`src/rtl/muldiv_pkg.sv`:
```
// Shared types and operand-signedness helpers for the iterative RV32M multiply/divide unit.
package muldiv_pkg;

    typedef enum logic [2:0] {
        OP_MUL    = 3'd0,
        OP_MULH   = 3'd1,
        OP_MULHSU = 3'd2,
        OP_MULHU  = 3'd3,
        OP_DIV    = 3'd4,
        OP_DIVU   = 3'd5,
        OP_REM    = 3'd6,
        OP_REMU   = 3'd7
    } muldiv_op_t;

    typedef enum logic [1:0] {IDLE, CALC, FIX, DONE} muldiv_state_t;

    function automatic logic is_signed_a(muldiv_op_t op);
        return (op == OP_MULH) || (op == OP_MULHSU) || (op == OP_DIV) || (op == OP_REM);
    endfunction

    function automatic logic is_signed_b(muldiv_op_t op);
        return (op == OP_MULH) || (op == OP_DIV) || (op == OP_REM);
    endfunction

endpackage

```
`src/rtl/muldiv_if.sv`:
```
// Start/done handshake bundle between the execute stage (master) and the multiply/divide unit (slave).
interface muldiv_if #(parameter int WIDTH = 32);
    import muldiv_pkg::*;

    logic             flush;
    logic             start;
    muldiv_op_t       op;
    logic [WIDTH-1:0] A;
    logic [WIDTH-1:0] B;
    logic             ready;
    logic             busy;
    logic             done;
    logic [WIDTH-1:0] Result;
    logic             Negative;
    logic             Zero;

    modport master (
        output flush, start, op, A, B,
        input  ready, busy, done, Result, Negative, Zero
    );

    modport slave (
        input  flush, start, op, A, B,
        output ready, busy, done, Result, Negative, Zero
    );

endinterface

```
`src/rtl/muldiv_core.sv`:
```
// Unsigned datapath: shift-add multiply or restoring divide, one bit per step.
// Multiply leaves the product in {acc_hi, acc_lo}; divide leaves remainder in acc_hi, quotient in acc_lo.
module muldiv_core #(
    parameter int WIDTH = 32
) (
    input  logic             clk,
    input  logic             reset,
    input  logic             load,
    input  logic             step,
    input  logic             is_div,
    input  logic [WIDTH-1:0] a,
    input  logic [WIDTH-1:0] b,
    output logic [WIDTH-1:0] acc_hi,
    output logic [WIDTH-1:0] acc_lo
);

    logic [WIDTH-1:0] hi_q, hi_d;
    logic [WIDTH-1:0] lo_q, lo_d;
    logic [WIDTH-1:0] opnd_q, opnd_d;
    logic             div_q, div_d;

    logic [WIDTH:0]   mulSum;
    logic [WIDTH:0]   remShift;
    logic             remFits;
    logic [WIDTH-1:0] remSub;

    // The subtraction only matters when remShift >= divisor, so the result always fits WIDTH bits.
    always_comb begin
        hi_d     = hi_q;
        lo_d     = lo_q;
        opnd_d   = opnd_q;
        div_d    = div_q;
        mulSum   = {1'b0, hi_q} + (lo_q[0] ? {1'b0, opnd_q} : {(WIDTH+1){1'b0}});
        remShift = {hi_q, lo_q[WIDTH-1]};
        remFits  = (remShift >= {1'b0, opnd_q});
        remSub   = remShift[WIDTH-1:0] - opnd_q;
        if (load) begin
            hi_d   = '0;
            lo_d   = a;
            opnd_d = b;
            div_d  = is_div;
        end else if (step) begin
            if (div_q) begin
                hi_d = remFits ? remSub : remShift[WIDTH-1:0];
                lo_d = {lo_q[WIDTH-2:0], remFits};
            end else begin
                {hi_d, lo_d} = {mulSum, lo_q[WIDTH-1:1]};
            end
        end
    end

    always_ff @(posedge clk) begin
        if (reset) begin
            hi_q   <= '0;
            lo_q   <= '0;
            opnd_q <= '0;
            div_q  <= 1'b0;
        end else begin
            hi_q   <= hi_d;
            lo_q   <= lo_d;
            opnd_q <= opnd_d;
            div_q  <= div_d;
        end
    end

    assign acc_hi = hi_q;
    assign acc_lo = lo_q;

endmodule

```
`src/rtl/muldiv_unit.sv`:
```
// Iterative RV32M multiply/divide unit: latches magnitudes, runs the unsigned core,
// then restores the sign in FIX. Division corner cases skip the core entirely.
module muldiv_unit
    import muldiv_pkg::*;
#(
    parameter int WIDTH = 32,
    parameter int CNT_W = $clog2(WIDTH + 1)
) (
    input  logic     clk,
    input  logic     reset,
    muldiv_if.slave  bus
);

    localparam logic [WIDTH-1:0] MinNeg = {1'b1, {(WIDTH-1){1'b0}}};

    muldiv_state_t    state_q;
    logic [CNT_W-1:0] cnt_q;
    muldiv_op_t       op_q;
    logic             negRes_q;
    logic             special_q;
    logic [WIDTH-1:0] specRes_q;
    logic             ready_q;
    logic             done_q;
    logic [WIDTH-1:0] result_q;
    logic             neg_q;
    logic             zero_q;

    logic             accept;
    logic             signA, signB;
    logic [WIDTH-1:0] absA, absB;
    logic             isDivOp, bZero, overflow, specialIn, negResIn;
    logic [WIDTH-1:0] specResIn;

    // Everything needed later is decided from the raw inputs on the accepting edge.
    always_comb begin
        accept    = bus.start & ready_q & ~bus.flush;
        signA     = is_signed_a(bus.op) & bus.A[WIDTH-1];
        signB     = is_signed_b(bus.op) & bus.B[WIDTH-1];
        absA      = signA ? -bus.A : bus.A;
        absB      = signB ? -bus.B : bus.B;
        isDivOp   = bus.op[2];
        bZero     = (bus.B == '0);
        overflow  = is_signed_b(bus.op) & isDivOp & (bus.A == MinNeg) & (bus.B == '1);
        specialIn = isDivOp & (bZero | overflow);
        negResIn  = (bus.op == OP_REM) ? signA : (signA ^ signB);
        specResIn = '0;
        if (bZero) begin
            specResIn = bus.op[1] ? bus.A : '1;
        end else if (overflow) begin
            specResIn = bus.op[1] ? '0 : MinNeg;
        end
    end

    logic [WIDTH-1:0] accHi, accLo;

    muldiv_core #(.WIDTH(WIDTH)) u_core (
        .clk    (clk),
        .reset  (reset),
        .load   (accept),
        .step   (state_q == CALC),
        .is_div (isDivOp),
        .a      (absA),
        .b      (absB),
        .acc_hi (accHi),
        .acc_lo (accLo)
    );

    logic [2*WIDTH-1:0] product, productFix;
    logic [WIDTH-1:0]   quoFix, remFix, fixRes;

    always_comb begin
        product    = {accHi, accLo};
        productFix = negRes_q ? -product : product;
        quoFix     = negRes_q ? -accLo : accLo;
        remFix     = negRes_q ? -accHi : accHi;
        fixRes     = '0;
        if (special_q) begin
            fixRes = specRes_q;
        end else begin
            case (op_q)
                OP_MUL:                       fixRes = productFix[WIDTH-1:0];
                OP_MULH, OP_MULHSU, OP_MULHU: fixRes = productFix[2*WIDTH-1:WIDTH];
                OP_DIV, OP_DIVU:              fixRes = quoFix;
                OP_REM, OP_REMU:              fixRes = remFix;
                default:                      fixRes = '0;
            endcase
        end
    end

    // Flush returns to IDLE but leaves the last Result and flags visible.
    always_ff @(posedge clk) begin
        if (reset) begin
            state_q   <= IDLE;
            cnt_q     <= '0;
            op_q      <= OP_MUL;
            negRes_q  <= 1'b0;
            special_q <= 1'b0;
            specRes_q <= '0;
            ready_q   <= 1'b1;
            done_q    <= 1'b0;
            result_q  <= '0;
            neg_q     <= 1'b0;
            zero_q    <= 1'b1;
        end else if (bus.flush) begin
            state_q <= IDLE;
            ready_q <= 1'b1;
            done_q  <= 1'b0;
        end else begin
            case (state_q)
                IDLE: begin
                    done_q <= 1'b0;
                    if (accept) begin
                        op_q      <= bus.op;
                        negRes_q  <= negResIn;
                        special_q <= specialIn;
                        specRes_q <= specResIn;
                        cnt_q     <= CNT_W'(WIDTH - 1);
                        ready_q   <= 1'b0;
                        state_q   <= specialIn ? FIX : CALC;
                    end
                end
                CALC: begin
                    cnt_q <= cnt_q - 1'b1;
                    if (cnt_q == '0) begin
                        state_q <= FIX;
                    end
                end
                FIX: begin
                    result_q <= fixRes;
                    neg_q    <= fixRes[WIDTH-1];
                    zero_q   <= (fixRes == '0);
                    done_q   <= 1'b1;
                    state_q  <= DONE;
                end
                DONE: begin
                    done_q  <= 1'b0;
                    ready_q <= 1'b1;
                    state_q <= IDLE;
                end
                default: state_q <= IDLE;
            endcase
        end
    end

    assign bus.ready    = ready_q;
    assign bus.busy     = ~ready_q;
    assign bus.done     = done_q;
    assign bus.Result   = result_q;
    assign bus.Negative = neg_q;
    assign bus.Zero     = zero_q;

endmodule

```
`src/flat_wrapper.sv`:
```
// flat-port wrapper written by rule: the top's interface ports become plain ports
module muldiv_unit_flat import muldiv_pkg::*;
#(
    parameter int WIDTH = 32,
    parameter int CNT_W = $clog2(WIDTH + 1)
)
  (clk, reset, bus_flush, bus_start, bus_op, bus_A, bus_B, bus_ready, bus_busy, bus_done, bus_Result, bus_Negative, bus_Zero);
  muldiv_if #(.WIDTH(WIDTH)) bus_i ();
  input  logic clk;
  input  logic reset;
  input wire logic [$bits(bus_i.flush)-1:0] bus_flush;
  input wire logic [$bits(bus_i.start)-1:0] bus_start;
  input wire logic [$bits(bus_i.op)-1:0] bus_op;
  input wire logic [$bits(bus_i.A)-1:0] bus_A;
  input wire logic [$bits(bus_i.B)-1:0] bus_B;
  output wire logic [$bits(bus_i.ready)-1:0] bus_ready;
  output wire logic [$bits(bus_i.busy)-1:0] bus_busy;
  output wire logic [$bits(bus_i.done)-1:0] bus_done;
  output wire logic [$bits(bus_i.Result)-1:0] bus_Result;
  output wire logic [$bits(bus_i.Negative)-1:0] bus_Negative;
  output wire logic [$bits(bus_i.Zero)-1:0] bus_Zero;
  assign bus_i.flush = bus_flush;
  assign bus_i.start = bus_start;
  assign bus_i.op = bus_op;
  assign bus_i.A = bus_A;
  assign bus_i.B = bus_B;
  assign bus_ready = bus_i.ready;
  assign bus_busy = bus_i.busy;
  assign bus_done = bus_i.done;
  assign bus_Result = bus_i.Result;
  assign bus_Negative = bus_i.Negative;
  assign bus_Zero = bus_i.Zero;
  muldiv_unit #(.WIDTH(WIDTH), .CNT_W(CNT_W)) u_core (.clk(clk), .reset(reset), .bus(bus_i));
endmodule
```
`config.mk`:
```
export PLATFORM = sky130hd
export DESIGN_NAME = muldiv_unit_flat
export DESIGN_NICKNAME = d
export VERILOG_FILES = /design/src/rtl/muldiv_pkg.sv /design/src/rtl/muldiv_if.sv /design/src/rtl/muldiv_core.sv /design/src/rtl/muldiv_unit.sv /design/src/flat_wrapper.sv
export SDC_FILE = /design/constraint.sdc
export NUM_CORES = 1
export LEC_CHECK = 0
export BUFFER_PORTS_ARGS = -buffer_cell sky130_fd_sc_hd__buf_2
export CAP_MARGIN = 20
export CORE_ASPECT_RATIO = 0.5
export CORE_MARGIN = 8
export CORE_UTILIZATION = 40
export CTS_CLUSTER_SIZE = 30
export DETAILED_ROUTE_END_ITERATION = 8
export SLEW_MARGIN = 10
export SYNTH_ARGS = -nofsm -noshare
export SYNTH_HDL_FRONTEND = slang
export SYNTH_SLANG_ARGS = --single-unit
```
`constraint.sdc`:
```
create_clock -name clk -period 5.2 [get_ports clk]
set_clock_uncertainty 0.1 [all_clocks]
set_input_delay 0.26 -clock clk [delete_from_list [all_inputs] [get_ports clk]]
set_output_delay 0.26 -clock clk [all_outputs]
set_load 0.02 [all_outputs]
```
==> results.md <==
- The detailed router placed 18100 vias in this run.
- The class of the most critical hold timing path is primary input to flop.
- The number of max-slew violations in the final report is 0.
- The signal on the critical path passes through nor4_1 > nand3_1 > nor4_1 > a31oi_1 > o21ai_1 > xor2_1 > a221oi_1 > nor4_1 > and4_1 > a41o_1.
- The number of global-route vias before repair came to 16700.
- The buffer levels on the longest clock path is 2.
- The cell count of the worst hold path is 3.
- The number of rows created at floorplan is 53.
- The synthesized netlist contains 93 unique library cells.
- The maximum ir drop on the vdd rail is 230 µV.
- The total die area is 49500 µm².
- CTS built an H-tree with a depth of 4.
- TritonCTS built the clock tree.
- Detailed placement finished with a half-perimeter wire length of 48000 µm.
- The most numerous cell type found on the critical path is sky130_fd_sc_hd__nor4_1.
- Counting instances in the post-synthesis netlist gives the leading cell types as sky130_fd_sc_hd__nor2_1 (257), sky130_fd_sc_hd__nand2_1 (214), sky130_fd_sc_hd__a21oi_1 (188).
- From bottom edge to top edge, the die measures 161 µm.
- At the later pin of the worst-skew pair, clock insertion delay measures 0.47 ns.
- The proportion of synthesized chip area in sequential cells is 21.0%.
- The completed layout was analyzed and its total power is 4600 µW.
- A synthesized cell averages 7.18 µm².
- Dividing total power by cell area gives a power density of 249 nW/µm².
- The final worst-path cycle share is 83.2%.
- The post-synthesis async set-or-reset flop share is 0%.
- The number of standard cells after synthesis is 2356.
- The number of synthesized flops with an enable pin is 0.
- The repair_antennas step left the layout with diodes totalling 0.
- The flop and latch count out of synthesis is 177.
- The number of clock buffers inserted by TritonCTS is 17.
- By area the synthesized netlist is led by sky130_fd_sc_hd__dfxtp_1 (21%), sky130_fd_sc_hd__nor2_1 (5.7%), sky130_fd_sc_hd__ha_1 (5.7%).
- Port buffering added 107 buffers.
- For this run the aggregate overflow at the end of global routing stands at 0.
- Of all nets on the critical path, the largest fanout is 12.
- The number of nets with antenna violations after routing is 0.
- The critical path is of the flop to flop type.
- The congestion estimate from routability-driven global placement came to 1.03.
- The pre-antenna-repair detailed-routing pass consisted of 6 iterations.
- The cell family contributing the most delay on the critical path is simple AND/OR/NAND/NOR gates.
- After clock tree synthesis, the clock-pin slew on the worst setup and hold paths is 0.08 ns.
- Once the floorplan was initialized, standard cells occupied 40.4% of the core.
- Entering global routing, the biggest net connects 72 pins.
- Data on the critical path arrives at its endpoint at 4.63 ns.
- The die span in x is 307 µm.
- The number of buffers and inverters on the critical path is 0.
- The fraction of post-synthesis cell area in the top cell type by area is 21.0%.
- The routed via count divided by cell count is 6.16.
- The register cell area after layout is 3550 µm².
- The worst hold slack after final layout is 0.0140 ns.
- The final core utilization is 44.1%.
- The core outline area is 41800 µm².
- The post-synthesis net count is 2506.
- The clock period minus final worst setup slack is 4.33 ns.
- In the synthesized netlist the dominant register cell turns out to be sky130_fd_sc_hd__dfxtp_1.
- The global-route wire length before repair is 99600 µm.
- The top-level port count is 108.
- The count of non-filler cells in the finished layout is 2931.
- The layout cell share with drive strength beyond 1 is 10.5%.
- The number of placed instances, taps included, is 2894.
- The run finished with clean final reports.
- Setup repair after global routing left no endpoint under its margin.
- The cell count of the worst reg-to-reg path is 10.
- Across the run, the number of max-cap violations was 0.
- In this run, the number of DRC markers left after iteration 0 of detailed routing was 2211.
- The largest stage delay on the critical path is 0.78 ns.
- After filler insertion, the fill cell instance count of the layout stands at 4405.
- Summed over all layers, the routed wires come to 64300 µm.
- The critical path capture point type is a flop.
- After clock tree synthesis, the repair step resized 0 gates.
- At the pin with the least slew margin, the transition time is 1.11 ns.
- The most common cell in the synthesized netlist is sky130_fd_sc_hd__nor2_1.
- The count of final hold-check violations is 0.
- The kind of start point of the critical path is a flop.
- The total negative setup slack is 0 ns.
- The cell area that synthesis handed to floorplanning was 16900 µm².
- During synthesis, Yosys emitted a total of 0 warnings.
- For this run, the post-layout net count is 2491.
- The largest total area in the synthesized netlist belongs to sky130_fd_sc_hd__dfxtp_1.
- For this run, design rule violations remaining after detail routing come to 0.
- The initial antenna violation count came to 0.
- The worst pin sits at a relative slew slack of 25.5%.
- The area of combinational cells with multiple inputs is 12300 µm².
- Clock tree synthesis found a total of 177 sinks.
- Dividing the detail-routed wire length by the instance count gives 21.9 µm.
- The area growth from synthesis to layout is 9.04%.
- The endpoint required time on the critical path is 5.51 ns.
- The cell at the slowest stage of the critical path is sky130_fd_sc_hd__nor4_1.
- In this run the number of cells on the critical path is 10.
- For this run, the top clock speed supported by timing is 231 MHz.
- The clock tree root driver cell is sky130_fd_sc_hd__clkbuf_16.
- In this run the post-CTS setup repair buffer count came out at 0.
- Setup violations remaining at the end of the flow were counted as 0.
- The leakage power is 0.00699 µW.
- The global-route total usage across every layer is 25.1%.
[area by class of cell]
cell class              instances  share of cell area [%]
multi-input cells            1907                    66.9
flip-flops and latches        177                    19.2
repair buffers                158                    5.09
well taps                     577                    3.92
clock buffers                  18                    2.44
inverters                      80                    1.63
clock inverters                14                   0.767
[per-layer routing]
| layer | wire (µm) | global-route usage (%) |
|---|---|---|
| met1 | 28900 | 34.3 |
| met2 | 27600 | 38.3 |
| met3 | 5130 | 4.80 |
| met4 | 2720 | 10.7 |
| met5 | 0 | 0 |
[stage by stage]
stage                     area (µm²)  setup WS (ns)
after global placement         17800           1.10
after global routing           18400          0.814
final                          18400          0.875
after floorplan                16900           1.88
after detailed placement       17800           1.14
after CTS                      18400           1.12
[sequential cells by signal (all words and copies together) (netlist names), 2 cells and up]
register / flops
u_core.u_core.opnd_q: 32
u_core.op_q: 3
u_core.u_core.acc_hi: 32
u_core.state_q: 2
u_core.specRes_q: 32
u_core.bus.Result: 31
u_core.cnt_q: 6
u_core.u_core.acc_lo: 32
[power breakdown]
part,leakage [µW],switching [µW],internal [µW]
Sequential,0.00144,134,1420
Clock,0.000289,650,705
Combinational,0.00526,1080,605
[kinds of logic (layout without fill, tap and decap cells)]
group	count (synthesis)	in the layout	synth area share (%)
AND/OR/NAND/NOR	896	896	26.5
AO/OA/AOI/OAI	712	712	28.4
buffers and inverters	272	270	6.26
flip-flops	177	177	21.0
XOR/XNOR	153	153	7.93
adder cells (fa/ha/maj)	79	79	5.94
multiplexers	67	67	4.01
[cell usage in the layout (no fill, tap or decap), types with 20 or more instances in the layout]
master | synthesis | final
sky130_fd_sc_hd__nand4_1 | 27 | 27
sky130_fd_sc_hd__xnor2_1 | 84 | 84
sky130_fd_sc_hd__nand2b_1 | 57 | 57
sky130_fd_sc_hd__mux2i_1 | 61 | 61
sky130_fd_sc_hd__ha_1 | 77 | 77
sky130_fd_sc_hd__buf_2 | 15 | 106
sky130_fd_sc_hd__or3_1 | 29 | 29
sky130_fd_sc_hd__o211ai_1 | 24 | 24
sky130_fd_sc_hd__inv_1 | 78 | 78
sky130_fd_sc_hd__o31ai_1 | 35 | 35
sky130_fd_sc_hd__a211oi_1 | 123 | 123
sky130_fd_sc_hd__a21o_1 | 34 | 34
sky130_fd_sc_hd__nand3_1 | 73 | 73
sky130_fd_sc_hd__buf_4 | 1 | 47
sky130_fd_sc_hd__nor4_1 | 32 | 32
sky130_fd_sc_hd__nor3_1 | 71 | 71
sky130_fd_sc_hd__xor2_1 | 69 | 69
sky130_fd_sc_hd__nand2_1 | 214 | 214
sky130_fd_sc_hd__dfxtp_1 | 177 | 175
sky130_fd_sc_hd__a31oi_1 | 20 | 20
sky130_fd_sc_hd__nor2_1 | 257 | 256
sky130_fd_sc_hd__a21oi_1 | 188 | 188
sky130_fd_sc_hd__o21ai_0 | 109 | 109
[worst paths after layout]
check | start | endpoint | slack [ns]
max reg2reg | u_core.u_core.acc_lo[11]$_SDFFE_PP0P_ | u_core.bus.Zero$_SDFFE_PP1P_ | 0.87
min reg2reg | u_core.bus.Result[19]$_SDFFE_PP0P_ | u_core.bus.Result[19]$_SDFFE_PP0P_ | 0.35
min | bus_B[0] | u_core.u_core.opnd_q[0]$_SDFFE_PP0P_ | 0.01
max | u_core.u_core.acc_lo[11]$_SDFFE_PP0P_ | u_core.bus.Zero$_SDFFE_PP1P_ | 0.87
[repair_timing]
| action | in CTS | in global routing |
|---|---|---|
| setup endpoints to repair | 0 | 0 |
| hold buffers | 4 | 0 |
| hold endpoints to repair | 4 | 0 |
[worst register-to-register path, delay by kind of cell, from the launching register on]
kind / cells / cell delay [ns]
DFF: 1 / 0.51
AOI/OAI and AO/OA: 4 / 0.70
xor gates and xnor gates: 1 / 0.33
and+or+nand+nor: 5 / 2.64
No activity file was read; power rests on OpenSTA's default activity.
